===== src/rtl/cv32e40s_clmul_seq.sv =====
// Sequential carry-less multiplier (clmul/clmulh/clmulr) retiring STEP rs2 bits per BUSY cycle; result held in DONE until ready_i.
// Latency N+1 from accept (N=32/STEP); with CV32E40S_CLMUL_EARLY_TERM_EN defined, BUSY ends once the remaining rs2 bits are zero.
module cv32e40s_clmul_seq #(
    parameter int STEP = 4
) (
    input  logic        clk,
    input  logic        rst,
    input  logic        valid_i,
    output logic        ready_o,
    input  logic [1:0]  op_i,
    input  logic [31:0] op_a_i,
    input  logic [31:0] op_b_i,
    input  logic        kill_i,
    output logic        valid_o,
    input  logic        ready_i,
    output logic [31:0] result_o
);

    localparam int N     = 32 / STEP;
    localparam int CNT_W = $clog2(N) + 1;

    generate
        if (!(STEP == 1 || STEP == 2 || STEP == 4 || STEP == 8 || STEP == 16 || STEP == 32)) begin : g_bad_step
            $error("cv32e40s_clmul_seq: STEP must be one of 1, 2, 4, 8, 16, 32");
        end
    endgenerate

    typedef enum logic [1:0] {
        IDLE = 2'd0,
        BUSY = 2'd1,
        DONE = 2'd2
    } state_t;

    state_t             state_q;
    state_t             state_d;
    logic [63:0]        acc_q;
    logic [63:0]        a_sh_q;
    logic [31:0]        b_sh_q;
    logic [1:0]         op_q;
    logic [CNT_W-1:0]   cnt_q;

    logic [63:0]        partial;
    logic [63:0]        acc_nxt;
    logic [63:0]        a_sh_nxt;
    logic [31:0]        b_sh_nxt;
    logic [31:0]        res_sel;
    logic               last;
    logic               accept;
    logic               step;
    logic               zero_b;

    always_comb begin
        partial = '0;
        for (int j = 0; j < STEP; j++) begin
            if (b_sh_q[j]) begin
                partial = partial ^ (a_sh_q << j);
            end
        end
        acc_nxt  = acc_q ^ partial;
        a_sh_nxt = a_sh_q << STEP;
        b_sh_nxt = 32'({32'b0, b_sh_q} >> STEP);
`ifdef CV32E40S_CLMUL_EARLY_TERM_EN
        last     = (cnt_q == CNT_W'(N - 1)) || (b_sh_nxt == 32'b0);
        zero_b   = (op_b_i == 32'b0);
`else
        last     = (cnt_q == CNT_W'(N - 1));
        zero_b   = 1'b0;
`endif
        case (op_q)
            2'b01:   res_sel = acc_nxt[63:32];
            2'b10:   res_sel = acc_nxt[62:31];
            default: res_sel = acc_nxt[31:0];
        endcase
    end

    // Kill overrides every other transition, including accept and completion.
    always_comb begin
        state_d = state_q;
        accept  = 1'b0;
        step    = 1'b0;
        case (state_q)
            IDLE: begin
                if (valid_i) begin
                    accept  = 1'b1;
                    state_d = zero_b ? DONE : BUSY;
                end
            end
            BUSY: begin
                step = 1'b1;
                if (last) begin
                    state_d = DONE;
                end
            end
            DONE: begin
                if (ready_i) begin
                    state_d = IDLE;
                end
            end
            default: state_d = IDLE;
        endcase
        if (kill_i) begin
            state_d = IDLE;
            accept  = 1'b0;
            step    = 1'b0;
        end
    end

    always_ff @(posedge clk or posedge rst) begin
        if (rst) begin
            state_q <= IDLE;
        end else begin
            state_q <= state_d;
        end
    end

    always_ff @(posedge clk or posedge rst) begin
        if (rst) begin
            acc_q    <= '0;
            a_sh_q   <= '0;
            b_sh_q   <= '0;
            op_q     <= '0;
            cnt_q    <= '0;
            result_o <= '0;
        end else if (accept) begin
            acc_q  <= '0;
            a_sh_q <= {32'b0, op_a_i};
            b_sh_q <= op_b_i;
            op_q   <= op_i;
            cnt_q  <= '0;
            if (zero_b) begin
                result_o <= '0;
            end
        end else if (step) begin
            acc_q  <= acc_nxt;
            a_sh_q <= a_sh_nxt;
            b_sh_q <= b_sh_nxt;
            cnt_q  <= cnt_q + CNT_W'(1);
            if (last) begin
                result_o <= res_sel;
            end
        end
    end

    assign ready_o = (state_q == IDLE);
    assign valid_o = (state_q == DONE);

endmodule


===== config.mk =====
export PLATFORM = sky130hd
export DESIGN_NAME = cv32e40s_clmul_seq
export DESIGN_NICKNAME = d
export VERILOG_FILES = /design/src/rtl/cv32e40s_clmul_seq.sv
export SDC_FILE = /design/constraint.sdc
export NUM_CORES = 1
export LEC_CHECK = 0
export CAP_MARGIN = 20
export CORE_UTILIZATION = 56
export CTS_CLUSTER_SIZE = 20
export DETAILED_ROUTE_END_ITERATION = 16
export PLACE_DENSITY = 0.78
export SETUP_SLACK_MARGIN = 0.2
export SKIP_CTS_REPAIR_TIMING = 1
export SLEW_MARGIN = 25
export SYNTH_ARGS = -nofsm -noshare
export SYNTH_HDL_FRONTEND = slang
export SYNTH_SLANG_ARGS = --single-unit

===== constraint.sdc =====
create_clock -name clk -period 7.6 [get_ports clk]
set_input_delay 1.52 -clock clk [delete_from_list [all_inputs] [get_ports clk]]
set_output_delay 1.52 -clock clk [all_outputs]
set_load 0.03 [all_outputs]

==> metrics.txt <==
Post-route DRC=0; clock root buffer=clkbuf_16; CTS H-tree lvls=4; Synth Flop Type=dfrtp_1; Crit Path Max Fanout=41; Hold WC Path Type=register to register; PortBufs=approximately 100; Mapped Avg Cell Area=about 9.6 sq um; Synthesis Warnings=0; Unique masters post-synth=33; Core ar.=roughly 0.021 sq mm; largest net degree at the start of global routing=between 150 and 200; cell area after synthesis=about 0.012 sq mm; post-synthesis sequential area ratio=0.411; maximum vdd drop=a little under 0.0002 V; drt initial violations=902; Synth area leaders=dfrtp_1 (41%), xnor3_1 (11%), nand2_1 (11%); status=complete, no violations; Routed Antenna Nets=0; routed wire length=around 29000 um; number of flops mapped to enable cells by yosys=0; DIE HEIGHT=around 150 um; number of diodes=0; final setup TNS=0 ps; startpoint types=input pin; GPL Wtd Cong=0.831; DP Cell Count=~1600; clk_lat worst skew=roughly 460 ps; Area Overhead vs Synth=14.0%; PwrDens=256 mW/mm^2; asr flop ratio synth=1.00; Critical Path End Type=register; Period Utilization, post-route=0.575; Non-Filler Instances=approximately 1600; worst setup path class=input pin to register; commonest non-fill, non-tap cells in the layout=nand2_1 (362), dfrtp_1 (196), clkdlybuf4s50_1 (104); CTS sink count=200; share of the synthesized area in the top cell type=0.411; Clock Pin Slew Worst Setup and Hold Paths=roughly 80 ps; Mapped Cells=1269; initial antenna violation count=0; most common cell after layout, fill and taps aside=nand2_1; Final Hold Viols=0; CP Data Arrival Time=around 4700 ps; GR Util All Layers=0.274; RSZ-0062 raised after global routing=no; CTS buffer count=17; die area=~0.022 sq mm; Fmax=~230 MHz; layout cells sized above 1=0.0430; Slew HR=0.312; first-pass GRT wire length=between 40000 and 50000 um; fin nets=~1400; Vias/cell=about 6; vias in the first global route=slightly above 9000; I/O pin cnt=roughly 110; Starting Density=0.575; WP data required=just under 8000 ps; Final setup viols=0; post-synthesis register bit count=200; cell row count=53; die width=~150 um; cell accounting for the most synthesized area=dfrtp_1; via count of the routed design=9459; total grt overflow=0; DR WL/cell=18.1 um; Slew Limit Fails=0; Leakage=between 0.005 and 0.006 uW; clk buf depth=2; Worst-Margin Slew=1030 ps; skew final=around 14 ps; max-cap violations=0; DP HPWL=between 15000 and 20000 um; syn nets=1343; number of iterations in the first detailed-routing pass=6; CTS tree=done; Tmin final=roughly 4400 ps
[critical path: stages]
cell	delay (ps)
clkdlybuf4s50_1	500
or3b_1	380
buf_4	290
nor2_4	680
nand2_1	820
o22ai_1	380
a21oi_1	70
[path summary, 6_finish.rpt]
kind,start,endpoint,slack [ps],cells past startpoint
setup / recovery,kill_i,result_o[4],3230,7
hold / removal,b_sh_q[4],b_sh_q[4],480,2
setup reg to reg,state_q[1],result_o[4],4340,6
hold reg to reg,b_sh_q[4],b_sh_q[4],480,2
max in group asynchronous,rst,result_o[6],4450,3
min in group asynchronous,rst,a_sh_q[1],1670,2
[sequential cells by signal, indices dropped and copies added (netlist names)]
name	flops
result_o	32
cnt_q	4
acc_q	64
a_sh_q	64
b_sh_q	32
op_q	2
state_q	2
[Yosys cell counts (all sizes together) (2+ instances only)]
| cell | n |
|---|---|
| a22o | 69 |
| inv | 36 |
| o21ai | 46 |
| or3 | 32 |
| xnor2 | 64 |
| nor3 | 2 |
| mux2i | 10 |
| clkbuf | 37 |
| xnor3 | 61 |
| ha | 3 |
| nor2 | 9 |
| nand2 | 362 |
| dfrtp | 200 |
| o22ai | 30 |
| a21oi | 67 |
| a22oi | 80 |
| buf | 53 |
| xor2 | 99 |
[report_power, final]
group / internal, uW / switching (uW)
combinational: 564 / 610
clock: 455 / 492
sequential: 1240 / 192
total: 2260 / 1290
[final cells by class]
class | instances | area (sq um)
clock buffer | 17 | 425
clock inverter | 15 | 199
fill | 1650 | 7280
inverter | 36 | 143
multi-input combinational | 943 | 6610
sequential | 200 | 5010
tap | 275 | 344
timing repair buffer | 116 | 1150
[cell families after synthesis]
| group | after synthesis | synth area share |
|---|---|---|
| multiplexers | 10 | 0.00822 |
| flip-flops | 200 | 0.411 |
| AO/OA/AOI/OAI | 294 | 0.162 |
| XOR/XNOR | 224 | 0.230 |
| AND/OR/NAND/NOR | 412 | 0.137 |
| adder cells (fa/ha/maj) | 3 | 0.00308 |
| buffers and inverters | 126 | 0.0481 |
[metal layers]
| metal | global-route usage | vias to the layer above | routed length, um |
|---|---|---|---|
| li1 | - | 4415 | - |
| met1 | 0.391 | 4684 | 12800 |
| met2 | 0.431 | 318 | 14100 |
| met4 | 0.0867 | 0 | 533 |
| met5 | 0 | - | 0 |
| met3 | 0.0424 | 42 | 1620 |
[per-stage QoR]
stage                     power (uW)  hold slack [ps]  instance area [sq um]  utilization  worst slack (ps)
after detailed placement        2590              464                  13200        0.626              2860
after global placement          2550              457                  13200        0.626              2910
final                           3550              482                  13900        0.656              3230
after global routing            3720              505                  13900        0.656              3000
after floorplan                 2290              446                  12200            -               626
after CTS                       3550              484                  13900        0.656              3310
Note: power is estimated with default switching activity, not from simulation.
